<file path="config.mk">
export PLATFORM = sky130hd
export DESIGN_NAME = clk_div_gen
export DESIGN_NICKNAME = d
export VERILOG_FILES = /design/src/rtl/clk_div_pkg.sv /design/src/rtl/clk_div_gen_clk_gate_cell.sv /design/src/rtl/clk_div_gen.sv
export SDC_FILE = /design/constraint.sdc
export NUM_CORES = 1
export LEC_CHECK = 0
export ABC_CLOCK_PERIOD_IN_PS = 2200
export CAP_MARGIN = 5
export CORE_ASPECT_RATIO = 1.1
export CORE_MARGIN = 5
export CORE_UTILIZATION = 49
export DETAILED_ROUTE_END_ITERATION = 6
export GPL_TIMING_DRIVEN = 1
export PLACE_DENSITY = 0.77
export SLEW_MARGIN = 15
export SYNTH_ARGS = -nofsm -noshare
export SYNTH_HDL_FRONTEND = slang
export SYNTH_SLANG_ARGS = --single-unit
</file>
<file path="constraint.sdc">
create_clock -name clk -period 2.2 [get_ports clk]
set_input_delay 0.22 -clock clk [delete_from_list [all_inputs] [get_ports clk]]
set_output_delay 0.22 -clock clk [all_outputs]
set_load 0.01 [all_outputs]
</file>
<file path="src/rtl/clk_div_pkg.sv">
// Shared types and helpers for the UART reference clock divider.
package clk_div_pkg;

   typedef enum logic [1:0] {
      ST_IDLE  = 2'd0,
      ST_RUN   = 2'd1,
      ST_DRAIN = 2'd2,
      ST_BYP   = 2'd3
   } state_e;

   // Length of the registered high phase (hi_pos) in clk cycles for ratio n.
   // Both modes round up; with odd50 the negedge AND stage trims the extra half clk.
   function automatic int unsigned half_ratio(input int unsigned n, input bit odd50);
      if (odd50) begin
         return (n + 1) >> 1;
      end
      return (n >> 1) + (n & 1);
   endfunction

endpackage

</file>
<file path="src/rtl/clk_div_gen_clk_gate_cell.sv">
// Glitch-free gate: enable retimed on the falling clk edge, then ANDed with the source.
module clk_gate_cell (
   input  logic clk,
   input  logic reset_n,
   input  logic en_in,
   input  logic src_in,
   output logic gate_on_out,
   output logic gated_c
);

   logic en_d;
   logic en_q;

   always_comb begin
      en_d = en_in;
   end

   // Enable only changes while clk is low, so a clk-sourced output never produces a runt.
   always_ff @(negedge clk or negedge reset_n) begin
      if (!reset_n) begin
         en_q <= 1'b0;
      end else begin
         en_q <= en_d;
      end
   end

   assign gate_on_out = en_q;
   assign gated_c     = src_in & en_q;

endmodule

</file>
<file path="src/rtl/clk_div_gen.sv">
// Integer clock divider with period-aligned ratio updates, graceful stop and ratio 0/1 bypass.
module clk_div_gen
   import clk_div_pkg::*;
#(
   parameter int unsigned WIDTH  = 8,
   parameter bit          ODD_50 = 1'b1
) (
   input  logic             clk,
   input  logic             reset_n,
   input  logic             clk_en_in,
   input  logic [WIDTH-1:0] div_ratio_in,
   output logic             div_clk_out,
   output logic             div_tick_out,
   output logic [WIDTH-1:0] ratio_active_out,
   output logic             running_out
);

   state_e           state_q, state_d;
   logic [WIDTH-1:0] count_q, count_d;
   logic [WIDTH-1:0] ratio_q, ratio_d;
   logic             hi_pos_q, hi_pos_d;
   logic             tick_q, tick_d;
   logic             running_q, running_d;

   logic             req_ge2_c;
   logic             last_c;
   logic             start_c;
   logic             byp_req_c;
   logic [WIDTH-1:0] run_h_c;
   logic             byp_gate_on, odd_gate_on;
   logic             byp_clk_c, odd_clk_c;
   logic             odd_sel_c;

   assign req_ge2_c = (div_ratio_in >= WIDTH'(2));
   assign last_c    = (count_q == (ratio_q - WIDTH'(1)));
   assign run_h_c   = WIDTH'(half_ratio(32'(ratio_q), ODD_50));
   // Bypass gate is requested only while bypass is still wanted; it drops on the next falling edge.
   assign byp_req_c = (state_q == ST_BYP) && clk_en_in && !req_ge2_c;

   always_comb begin
      state_d   = state_q;
      count_d   = count_q;
      ratio_d   = ratio_q;
      hi_pos_d  = 1'b0;
      tick_d    = 1'b0;
      start_c   = 1'b0;
      running_d = 1'b0;

      case (state_q)
         ST_IDLE: begin
            ratio_d = div_ratio_in;
            count_d = '0;
            if (clk_en_in) begin
               if (req_ge2_c) begin
                  start_c = 1'b1;
               end else begin
                  state_d = ST_BYP;
               end
            end
         end
         ST_RUN, ST_DRAIN: begin
            hi_pos_d = (count_q < run_h_c);
            tick_d   = (count_q == '0);
            if (last_c) begin
               count_d = '0;
               ratio_d = div_ratio_in;
               if (!clk_en_in) begin
                  state_d = ST_IDLE;
               end else if (!req_ge2_c) begin
                  state_d = ST_BYP;
               end else begin
                  state_d = ST_RUN;
               end
            end else begin
               count_d = count_q + WIDTH'(1);
               state_d = clk_en_in ? ST_RUN : ST_DRAIN;
            end
         end
         ST_BYP: begin
            ratio_d = div_ratio_in;
            count_d = '0;
            if (!clk_en_in) begin
               state_d = ST_IDLE;
            end else if (req_ge2_c && !byp_gate_on && !odd_gate_on) begin
               // Start dividing only once no gated path is still driving the output.
               start_c = 1'b1;
            end
         end
         default: begin
            state_d = ST_IDLE;
         end
      endcase

      // The starting edge processes count 0, so the first high phase begins immediately.
      if (start_c) begin
         state_d  = ST_RUN;
         count_d  = WIDTH'(1);
         hi_pos_d = 1'b1;
         tick_d   = 1'b1;
      end

      if (state_d == ST_BYP) begin
         tick_d = 1'b1;
      end
      running_d = (state_d != ST_IDLE);
   end

   always_ff @(posedge clk or negedge reset_n) begin
      if (!reset_n) begin
         state_q   <= ST_IDLE;
         count_q   <= '0;
         ratio_q   <= '0;
         hi_pos_q  <= 1'b0;
         tick_q    <= 1'b0;
         running_q <= 1'b0;
      end else begin
         state_q   <= state_d;
         count_q   <= count_d;
         ratio_q   <= ratio_d;
         hi_pos_q  <= hi_pos_d;
         tick_q    <= tick_d;
         running_q <= running_d;
      end
   end

   clk_gate_cell u_byp_gate (
      .clk         (clk),
      .reset_n     (reset_n),
      .en_in       (byp_req_c),
      .src_in      (clk),
      .gate_on_out (byp_gate_on),
      .gated_c     (byp_clk_c)
   );

   // hi_pos ANDed with its own half-clk-late copy: delays the rise by half a clk for odd ratios.
   clk_gate_cell u_odd_gate (
      .clk         (clk),
      .reset_n     (reset_n),
      .en_in       (hi_pos_q),
      .src_in      (hi_pos_q),
      .gate_on_out (odd_gate_on),
      .gated_c     (odd_clk_c)
   );

   assign odd_sel_c = ODD_50 && ratio_q[0];

   assign div_clk_out      = byp_clk_c | (odd_sel_c ? odd_clk_c : hi_pos_q);
   assign div_tick_out     = tick_q;
   assign ratio_active_out = ratio_q;
   assign running_out      = running_q;

endmodule

</file>
Yosys cells after proc, flatten, opt, wreduce, memory -nomap -nowiden. Index checks and enable logic that the tools add are counted. Widths: inputs -> output; s select.

Bits in registers: 23. Input port bits: 11. Word-level logic and storage cells: 59.

$add $sub $neg: 3. Order comparisons: 2. Equal/unequal tests: 6. Multiplexer cells: 25. Bitwise gates (word level): 3. Reductions and logical operators: 12.

Operators with widths (number): $pmux 8 s2 (2); $mux 8 (3); $mux 2 (8); $mux 1 (10); $add 8x1->9 const B (1); $add 8x1->8 const B (1); $eq 8x8->1 (1); $ge 8x2->1 const B (1); $logic_not 8->1 (1); $lt 8x8->1 (1); $sub 8x1->8 const B (1); $eq 2x2->1 const B (3); $pmux 2 s3 (1); $logic_and 1x1->1 (4); $reduce_or 2->1 (2); $logic_not 1->1 (3); $and 1x1->1 (2); $eq 2x1->1 const B (1); $logic_not 2->1 (1); $ne 2x2->1 const B (1); $pmux 1 s2 (1); $reduce_bool 2->1 (1); $or 1x1->1 (1).

Logic depth before layout (Yosys ltp).
Word-level depth: 9. Gate-level depth with buffers: 11. Mapped depth without buffers: 9.

Cells and area by module. From an unflattened synthesis, not the netlist that was laid out.

Cells, all modules: 164. Area, all modules: 1662.8 µm².

By module, submodules not included: clk_div_gen (times used 1, cells each 160, area each 1600.3 µm², seq. area each 525.5 µm²); clk_gate_cell (times used 2, cells each 2, area each 31.3 µm², seq. area each 25.0 µm²).

==> summary.txt <==
Routing
  – Vias: 1448
  – DR WL/cell: 16.7 um
  – Drt pass-1 iters: 6
  – Iteration-0 DRC count of the detailed router: 49
  – Drt via density: 5.68
  – Final antenna-violating net count: 0
  – Final Routed Wirelength: 4.26 mm
  – DRC viols: 0

Synth
  – Cell count after synthesis: 162
  – Average size of a mapped cell: 10.1 um2
  – Post-Syn Nets: 186
  – Most used DFF post-synth: dfrtp_1
  – Post-Syn Area: 1640 um2
  – Sequential element share of the synthesized area: 35.0%
  – Unique cell type count in the Yosys netlist: 44
  – Yosys Warn Count: 0
  – Number of flops mapped to enable cells by yosys: 0
  – Synth Register Bits: 23
  – Fraction of registers with async set or reset after synthesis: 100%

Timing
  – Fin. Hold Viols: 0
  – Worst slew pin tran: 0.391 ns
  – Max-slew violations: 0
  – RSZ-0062 raised after global routing: true
  – Final worst slack: -0.199 ns
  – Rel. slew slack: 73.9%
  – Final setup fails: 17
  – Clock Skews: 0.00716 ns

Die
  – Starting Density: 50.2%
  – Chip Width: 65.2 um
  – IO Count: 22
  – Die H: 70.7 um
  – Std-Cell Rows: 22
  – Die area: 4610 um2
  – Core ar.: 3280 um2

Place
  – Routability Congestion: 0.794
  – Placed Cells: 244
  – Estimated wirelength of the detail-placed design: 3.29 mm
  – Place WS: -0.505 ns
  – Port Buffers: 21

Global routing
  – Initial antenna violation count: 0
  – Overall global routing resource usage: 18.8%
  – Vias in the first global route: 1531
  – Largest net degree at the start of global routing: 14
  – Remaining Overflow, GRT: 0
  – Wire length of the first global-routing pass: 6.71 mm

Power and ir drop
  – Power per cell area: 1480 nW/um2
  – Leak pwr: 1.06 nW
  – Switch share: 42.9%
  – Clock share of power: 8.9%
  – Peak supply drop: 0.640 mV
  – Pint: 1.94 mW
  – Switching pwr: 1.46 mW
  – Power Total: 3.40 mW
  – Combinational Power Share: 66.8%
  – Seq pwr share: 24.3%

Worst setup path
  – Max incr delay on CP: 0.42 ns
  – R2R Path Start: u_byp_gate.gate_on_out$_DFF_NN0_
  – Startpoint Class: flop
  – Critical Path RT: 1.98 ns
  – Critical Path Most Common Cell: nand2_1
  – Critical Path Fanout Max: 2
  – Critical Setup Path Class: flop to primary output
  – Crit path DAT: 2.18 ns
  – Setup crit end kind: primary output
  – Crit path from: u_byp_gate.gate_on_out$_DFF_NN0_
  – CP max-delay cell: dfrtn_1
  – CP cell instances: nand2_1, nand2_1, buf_2

Finish
  – Layout Nets: 244
  – Antenna cells: 0
  – Non-filler cells, final: 255
  – Layout cells sized above 1: 34.2%
  – Syn-to-layout area delta: 39.5%

Outcome
  – Status: complete, but fails checks
  – Failing checks: setup timing

Worst hold path
  – Worst min path class: input pin to flop
  – Worst Hold Launch: div_ratio_in[3]

Clocking
  – Clock-pin slew on the worst setup and hold paths: 0.12 ns
  – Skew-Pair Late Insertion Delay: 0.43 ns
  – CTS tree: done

Run
  – MaxCap Viol Count: 0
-- logic make-up (layout without fill, tap and decap cells) --
group | after synthesis | count (layout) | share of synthesized area [%]
AO/OA/AOI/OAI | 25 | 25 | 12.4
AND/OR/NAND/NOR | 54 | 55 | 18.7
flip-flops | 23 | 23 | 35.0
multiplexers | 10 | 10 | 7.39
XOR/XNOR | 23 | 23 | 12.3
buffers and inverters | 14 | 70 | 4.27
adder cells (fa/ha/maj) | 13 | 13 | 9.90
-- routing by layer --
layer  track usage [%]  wire length, um
met1              20.6             1680
met2              35.1             2400
met3              3.17              112
met4              8.06               71
met5                 0                0
-- sequential cells by signal (all words and copies together), names as in the netlist --
register	flops
count_q	8
div_tick_out	1
hi_pos_q	1
ratio_active_out	8
running_out	1
state_q	2
u_byp_gate.gate_on_out	1
u_odd_gate.gate_on_out	1
-- synthesized netlist by cell type (all sizes together) (2+ instances only) --
cell | n | area share (%)
nor2 | 12 | 2.7
mux2 | 8 | 6.2
a21o | 5 | 2.3
nand2 | 9 | 2.5
inv | 7 | 1.6
xor2 | 17 | 9.1
xnor2 | 6 | 3.2
clkbuf | 2 | 0.46
dfrtn | 2 | 3.0
nand4 | 2 | 0.76
dfrtp | 21 | 32
a21oi | 5 | 1.5
buf | 5 | 2.2
nand2b | 3 | 1.1
o21ai | 4 | 1.2
a31oi | 2 | 0.76
and3 | 5 | 1.9
nand3b | 2 | 0.91
nand3 | 11 | 3.4
nor3 | 2 | 0.61
nor4 | 3 | 2.4
ha | 13 | 9.9
mux2i | 2 | 1.2
-- repair_timing --
action	CTS	global route
gates cloned	1	0
hold buffers	0	0
setup buffers	1	2
pin swaps	6	12
setup endpoints to repair	24	25
gates resized for setup	17	17
-- power groups by stage --
stage	clock network, mW	logic, mW	registers, mW
floorplan	0.0115	1.25	0.789
global placement	0.0327	1.87	0.810
detailed placement	0.0327	1.97	0.821
CTS	0.308	2.10	0.813
global route	0.325	2.45	0.848
finish	0.302	2.27	0.826
-- stage by stage --
stage / utilization, % / setup TNS (ns) / instance area (um2) / hold WS (ns)
after floorplan: - / -0.488 / 1680 / -0.0756
after global placement: 64.7 / -1.50 / 2120 / 0.563
after detailed placement: 64.7 / -2.19 / 2120 / 0.602
after CTS: 67.6 / -1.88 / 2210 / 0.151
after global routing: 70.0 / -3.29 / 2290 / 0.183
final: 70.0 / -1.54 / 2290 / 0.183
-- critical path: cells and delay by family (launching register included) --
family | cells | cell delay [ns]
flops | 1 | 0.42
simple gates | 2 | 0.10
buf+inv | 1 | 0.12
-- cells in the final DEF, fill, tap and decap left out, drive strengths merged, types with 2 or more instances in the layout --
cell and instances:
dfrtp 21, nand4 2, nor2 12, clkdlybuf4s50 17
o21ai 4, mux2i 2, buf 36, a21oi 5
dfrtn 2, and3 5, nand2b 3, ha 13
clkbuf 6, nand2 10, nor3 2, nor4 3
dlygate4sd2 3, xnor2 6, mux2 8, nand3b 2
a21o 5, a31oi 2, xor2 17, nand3 11
inv 7
-- final timing paths --
check	to	slack [ns]	cells after the start
worst max-delay path	div_clk_out	-0.20	3
worst min-delay path	ratio_active_out[3]$_DFFE_PN0P_	0.18	2
worst max register to register	hi_pos_q$_DFF_PN0_	-0.17	4
worst min register to register	count_q[0]$_DFF_PN0_	0.65	2
max in group asynchronous	u_odd_gate.gate_on_out$_DFF_NN0_	1.01	1
min in group asynchronous	hi_pos_q$_DFF_PN0_	0.24	2
-- final cells by class --
type | instances | area (um2)
Multi-Input combinational cell | 126 | 1120
Fill cell | 244 | 983
Sequential cell | 23 | 578
Timing Repair Buffer | 55 | 467
Clock buffer | 7 | 50.0
Tap cell | 36 | 45.0
Inverter | 7 | 26.3
Clock inverter | 1 | 5.00
Note: power is estimated with default switching activity, not from simulation.
